[src/rtl/pipelined_rca_pkg.sv]
// Shared constants and helpers for the pipelined ripple-carry adder.
// Reset values and the per-stage chunk width derivation live here.
package pipelined_rca_pkg;

  localparam logic VLD_RST  = 1'b0;
  localparam logic DATA_RST = 1'b0;

  function automatic int chunk_w(input int width, input int stages);
    return width / stages;
  endfunction

endpackage

[src/rtl/pipelined_rca_chunk.sv]
// rca_chunk: combinational W-bit ripple adder; also exposes the carry
// into its MSB so the top can form two's-complement overflow.
module rca_chunk #(
  parameter int W = 4
) (
  input  logic [W-1:0] a,
  input  logic [W-1:0] b,
  input  logic         cin,
  output logic [W-1:0] s,
  output logic         cout,
  output logic         c_msb
);

  logic [W:0] c;

  always_comb begin
    c    = '0;
    s    = '0;
    c[0] = cin;
    for (int i = 0; i < W; i++) begin
      s[i]   = a[i] ^ b[i] ^ c[i];
      c[i+1] = (a[i] & b[i]) | (c[i] & (a[i] ^ b[i]));
    end
  end

  assign cout  = c[W];
  assign c_msb = c[W-1];

endmodule

[src/rtl/pipelined_rca.sv]
// Pipelined ripple-carry adder, one CHUNK-bit slice per stage, with
// valid/ready flow control. Define PIPELINED_RCA_SUB_EN to add a sub input.
module pipelined_rca
  import pipelined_rca_pkg::*;
#(
  parameter int WIDTH  = 16,
  parameter int STAGES = 4
) (
  input  logic             clk,
  input  logic             rst_n,
  input  logic             in_valid,
  output logic             in_ready,
  input  logic [WIDTH-1:0] a,
  input  logic [WIDTH-1:0] b,
  input  logic             cin,
`ifdef PIPELINED_RCA_SUB_EN
  input  logic             sub,
`endif
  output logic             out_valid,
  input  logic             out_ready,
  output logic [WIDTH-1:0] sum,
  output logic             cout,
  output logic             ovf
);

  localparam int CHUNK = chunk_w(WIDTH, STAGES);

  if (WIDTH < 2 || STAGES < 1 || (WIDTH % STAGES) != 0) begin : g_bad_cfg
    $error("pipelined_rca: WIDTH must be >= 2 and a multiple of STAGES");
  end

  logic [STAGES-1:0]             vld_q;
  logic [STAGES-1:0]             adv;
  logic [STAGES-1:0][WIDTH-1:0]  a_q, b_q, s_q;
  logic [STAGES-1:0]             c_q, m_q;

  logic [STAGES-1:0][CHUNK-1:0]  ca_w, cb_w, cs_w;
  logic [STAGES-1:0]             ci_w, co_w, cm_w;

  logic [WIDTH-1:0]              b_in;
  logic                          c_in;

`ifdef PIPELINED_RCA_SUB_EN
  // Subtraction is a + ~b + 1; b is stored already inverted so later stages never see sub.
  assign b_in = sub ? ~b : b;
  assign c_in = sub ? 1'b1 : cin;
`else
  assign b_in = b;
  assign c_in = cin;
`endif

  for (genvar k = 0; k < STAGES; k++) begin : g_stage
    if (k == 0) begin : g_first
      assign ca_w[k] = a[CHUNK-1:0];
      assign cb_w[k] = b_in[CHUNK-1:0];
      assign ci_w[k] = c_in;
    end else begin : g_rest
      assign ca_w[k] = a_q[k-1][k*CHUNK +: CHUNK];
      assign cb_w[k] = b_q[k-1][k*CHUNK +: CHUNK];
      assign ci_w[k] = c_q[k-1];
    end

    rca_chunk #(.W(CHUNK)) u_chunk (
      .a     (ca_w[k]),
      .b     (cb_w[k]),
      .cin   (ci_w[k]),
      .s     (cs_w[k]),
      .cout  (co_w[k]),
      .c_msb (cm_w[k])
    );
  end

  // A stage may load when it is empty or its contents move on this cycle.
  always_comb begin
    adv           = '0;
    adv[STAGES-1] = !vld_q[STAGES-1] | out_ready;
    for (int k = STAGES - 2; k >= 0; k--) begin
      adv[k] = !vld_q[k] | adv[k+1];
    end
  end

  assign in_ready = adv[0];

  always_ff @(posedge clk or negedge rst_n) begin
    if (!rst_n) begin
      vld_q <= {STAGES{VLD_RST}};
      a_q   <= {(STAGES*WIDTH){DATA_RST}};
      b_q   <= {(STAGES*WIDTH){DATA_RST}};
      s_q   <= {(STAGES*WIDTH){DATA_RST}};
      c_q   <= {STAGES{DATA_RST}};
      m_q   <= {STAGES{DATA_RST}};
    end else begin
      // Stage 0: sample operands and add the lowest chunk.
      if (adv[0]) begin
        vld_q[0] <= in_valid;
        if (in_valid) begin
          a_q[0]            <= a;
          b_q[0]            <= b_in;
          s_q[0]            <= {WIDTH{DATA_RST}};
          s_q[0][CHUNK-1:0] <= cs_w[0];
          c_q[0]            <= co_w[0];
          m_q[0]            <= cm_w[0];
        end
      end
      // Stages 1..STAGES-1: add chunk k, pass completed lower chunks through.
      for (int k = 1; k < STAGES; k++) begin
        if (adv[k]) begin
          vld_q[k] <= vld_q[k-1];
          if (vld_q[k-1]) begin
            a_q[k]                   <= a_q[k-1];
            b_q[k]                   <= b_q[k-1];
            s_q[k]                   <= s_q[k-1];
            s_q[k][k*CHUNK +: CHUNK] <= cs_w[k];
            c_q[k]                   <= co_w[k];
            m_q[k]                   <= cm_w[k];
          end
        end
      end
    end
  end

  assign out_valid = vld_q[STAGES-1];
  assign sum       = s_q[STAGES-1];
  assign cout      = c_q[STAGES-1];
  assign ovf       = m_q[STAGES-1] ^ c_q[STAGES-1];

  // Already-consumed operand chunks and intermediate MSB carries are dead bits.
  logic unused_ok;
  assign unused_ok = ^{a_q, b_q, m_q};

endmodule
[config.mk]
export PLATFORM = sky130hd
export DESIGN_NAME = pipelined_rca
export DESIGN_NICKNAME = d
export VERILOG_FILES = /design/src/rtl/pipelined_rca_pkg.sv /design/src/rtl/pipelined_rca_chunk.sv /design/src/rtl/pipelined_rca.sv
export SDC_FILE = /design/constraint.sdc
export NUM_CORES = 1
export LEC_CHECK = 0
export CAP_MARGIN = 10
export CORE_UTILIZATION = 36
export DETAILED_ROUTE_END_ITERATION = 10
export PLACE_DENSITY = 0.59
export SLEW_MARGIN = 20
export SYNTH_ARGS = -nofsm -noshare
export SYNTH_HDL_FRONTEND = slang
export SYNTH_SLANG_ARGS = --single-unit
[constraint.sdc]
create_clock -name clk -period 3.2 [get_ports clk]
set_clock_uncertainty 0.1 [all_clocks]
set_input_delay 0.64 -clock clk [delete_from_list [all_inputs] [get_ports clk]]
set_output_delay 0.64 -clock clk [all_outputs]
set_load 0.05 [all_outputs]
Word level (Yosys, flattened, before mapping)
Cells that the tools add are included.
- bitwise operators: 85
- reductions and logical operators: 8
- operator list (operator ; count):
    1-bit XOR ; 33
    1-bit AND ; 32
    1-bit OR ; 20
    2-bit AND reduction ; 4
    1-bit logical NOT ; 4
- output and inout bits: 20
- input bits: 37
- bits in registers: 145

Logic depth before layout (Yosys ltp)
- word-level depth: 9
- gate-level depth with buffers: 8
- mapped depth without buffers: 8

Modules after synthesis
From an unflattened synthesis, not the netlist that was laid out.
- cell total of the unflattened synthesis: 276
- area total of the unflattened synthesis: 4236.6 µm²
- modules (own cells, without submodules) (module ; area an instance (µm²) ; cells each ; sequential area each (µm²) ; times used):
    pipelined_rca ; 3796.1 ; 228 ; 2427.3 ; 1
    rca_chunk ; 110.1 ; 12 ; 0.0 ; 4

Worst setup path before layout
No wires, ideal clock.
- path kind: input -> register
- start: in a[0]
- end: reg s_q[3] in the netlist's numbering
- stages on the path: 8
- slack: 814 ps
- arrival time: 2206 ps
- data required time: 3021 ps
- path through: fa_1 inv_1 fa_1 inv_1 fa_1 inv_1 fa_1 mux2i_1
- cells in the longest elaborated chain, start to end: 8
- elaborated cells between the ends (all ways): 9
- classes of those cells: bitwise (9)
- RTL lines (what ; line ; RTL):
    start: declaration ; pipelined_rca.sv:13 ; input logic [WIDTH-1:0] a,
    1-bit XOR ; pipelined_rca_chunk.sv:22 ; c[i+1] = (a[i] & b[i]) | (c[i] & (a[i] ^ b[i]));
    1-bit AND ; pipelined_rca_chunk.sv:22 ;
    1-bit OR * ; pipelined_rca_chunk.sv:22 ;
    1-bit AND * ; pipelined_rca_chunk.sv:22 ;
    1-bit OR * ; pipelined_rca_chunk.sv:22 ;
    1-bit AND * ; pipelined_rca_chunk.sv:22 ;
    1-bit OR * ; pipelined_rca_chunk.sv:22 ;
    1-bit XOR * ; pipelined_rca_chunk.sv:21 ; s[i] = a[i] ^ b[i] ^ c[i];
    end signal: assignment ; pipelined_rca.sv:89 ; s_q <= {(STAGES*WIDTH){DATA_RST}};
    end signal: indexed assignment ; pipelined_rca.sv:100 ; s_q[0][CHUNK-1:0] <= cs_w[0];
    end signal: indexed assignment ; pipelined_rca.sv:112 ; s_q[k] <= s_q[k-1];
    end: declaration ; pipelined_rca.sv:34 ; logic [STAGES-1:0][WIDTH-1:0] a_q, b_q, s_q;
Every way passes the cells marked *; elsewhere a longest branch is shown, timed or not.
A chain may end at the register's enable or synchronous reset.

Final worst setup path
Same ends and word-level chain as after synthesis.

==> impl_metrics.toml <==
[outcome]
outcome = "finished, violations left"
violations = "DRC"

[setup_path]
r2r_start = "a_q[44]$_DFFE_PN0P_"
path_max_fanout = 1
endpoint_kind = "flip-flop"
cp_slowest_cell = "clkdlybuf4s50_1"
critPathMaxStageDelay_ns = 0.43
worst-setup-path-type = "in2reg"
crit_start = "a[0]"
cp.required_ns = 3.36
worst_path_most_repeated_cell = "fa_1"
worstSetupStartpointType = "input pin"
cp_cell_sequence = "clkdlybuf4s50_1 > fa_1 > inv_1 > fa_1 > inv_1 > fa_1 > inv_1 > fa_1 > mux2i_1"
cp_data_arrival_time_ns = 2.75

[routing]
wl_per_cell_um = 13.6
drc = 1
via_per_inst = 4.54
vias = 2166
postRouteWirelength_um = 6510
drt_first_pass_iters = 7
drtAntennaViolNets = 0
drt-initial-drc-count = 102

[placed_design]
gp_congestion = 0.720
port-buffer-count = 56
dp_slack_ns = 0.256
dp_cells = 463
dp_hpwl_um = 4690

[sta]
fin_setup_tns_ns = 0
setup_slack_ns = 0.616
slew_headroom_pct = 54.9
setup_viol = 0
final_hold_viol_count = 0
finalCriticalPeriod_ns = 2.58
rsz0062_at_grt = "false"
finalMaxSlewViolations = 0
timing.final.crit_share_pct = 80.8
worstMarginPinSlew_ns = 0.676
clock.fmax_ghz = 0.387

[cells_and_area]
fin_util_pct = 44.6
diodes = 0
layout-drive-gt1-share_pct = 28.7
nets = 384
syn2layout_area_growth_pct = 20.8
layout.cells.non_filler = 477

[global_routing]
grt_pass1_vias = 2180
grt_pass1_wl_um = 10900
antenna_found_initial = 0
grt_overflow = 0
grt_start_max_net_pins = 53
grt_usage_pct = 12.3

[floorplanning]
dieArea_um2 = 12100
start_util_pct = 36.9
io_pins = 57
die_w_um = 110
die-height_um = 110
core_area_um2 = 11400
row_count = 39

[clock_network]
ctsHoldBuffers = 0
cts_tree = "done"
clkTransAtPathRegs_ns = 0.06
clk_path_buf_depth = 2
worst_skew_pair.late_latency_ns = 0.33
cts-resized-gates = 0
cts_buffers = 9
cts_setup_buffers = 0
clock_sinks = 97
h-tree-depth = 3
root_buffer = "clkbuf_16"

[logic_synthesis]
ys_ff_latch = 97
syn_inst = 285
netlist_area_um2 = 4190
synth_fp_nets = 338
synth_warnings = 0
seq_area_frac_synth_pct = 57.9
synth_cell_types = 19
syn_avg_cell_area_um2 = 14.7

[worst_hold_path]
hp-class = "in2async"

[pwr]
vdd_drop_max_mv = 0.725
p_leak_nw = 2.26
power.density_nw_per_um2 = 883

[job]
cap_viol_max_count = 0
## worst paths after layout
| kind | endpoint | slack [ns] | depth (start not counted) |
|---|---|---|---|
| setup / recovery | s_q[3]$_DFFE_PN0P_ | 0.62 | 9 |
| hold / removal | sum[5]$_DFFE_PN0P_ | 0.25 | 1 |
| setup reg to reg | sum[15]$_DFFE_PN0P_ | 0.83 | 7 |
| hold reg to reg | a_q[7]$_DFFE_PN0P_ | 0.39 | 1 |
| max in group asynchronous | b_q[27]$_DFFE_PN0P_ | 2.06 | 2 |
| min in group clk | a_q[7]$_DFFE_PN0P_ | 0.39 | 1 |
## layout by cell type, fill, tap and decap left out, drive strengths merged
cell type / instances
xor2: 1
clkdlybuf4s50: 54
fa: 16
clkinv: 3
mux2: 80
o21ai: 11
bufinv: 1
and4b: 1
nand2: 5
nand2b: 4
clkbuf: 10
buf: 5
mux2i: 8
dfrtp: 97
nand3b: 1
nand4b: 1
inv: 36
## synthesized netlist by cell type, drive strengths merged
cell type  count  area [µm²]
dfrtp         97        2430
mux2          80         901
inv           36         135
buf           24         181
fa            16         320
o21ai         11        58.8
mux2i          8        80.1
nand2          5        23.8
nand2b         4        25.0
and4b          1        10.0
nand3b         1        7.51
nand4b         1        15.0
xor2           1        8.76
## layout make-up
type	instances	area (µm²)
clock buffer	10	239
clock inverter	4	45.0
fill	1043	6300
inverter	36	135
multi-input combinational	128	1450
sequential	97	2430
tap	143	179
timing repair buffer	59	591
## flip-flops by register name, indices dropped and copies added, names as in the netlist
name / count
a_q: 24
b_q: 24
s_q: 24
sum: 16
c_q: 4
vld_q: 4
m_q: 1
## report_power, final
part           switching (mW)  internal [mW]  total [mW]
Sequential              0.234           1.65        1.88
Clock                   0.408          0.613        1.02
Combinational           0.850          0.719        1.57
## logic make-up after synthesis
group	synth area share [%]
simple gates	1.94
xor+xnor	0.209
buf+inv	7.55
flops	57.9
mux	23.4
compound gates	1.40
fa+ha+maj	7.64
## critical path: cells and delay by family
family     cells  cell delay, ns
fa+ha+maj      4            1.33
buf+inv        4            0.65
mux            1            0.12
## through the flow
step | power [mW] | hold slack, ns | instance area (µm²)
final | 4.47 | 0.246 | 5070
after global routing | 4.79 | 0.299 | 5070
after CTS | 4.56 | 0.256 | 5070
after detailed placement | 3.51 | 0.382 | 4780
after global placement | 3.46 | 0.378 | 4780
after floorplan | 3.11 | 0.244 | 4190
## routing by layer
| metal | vias to the layer above | track usage (%) | part of all wire (%) |
|---|---|---|---|
| met1 | 1096 | 17.6 | 49 |
| met2 | 43 | 17.1 | 45 |
| met5 | - | 0 | 0 |
| met3 | 7 | 3.68 | 4.1 |
| li1 | 1020 | - | - |
| met4 | 0 | 5.43 | 1.7 |
(Power assumes the default switching activity.)
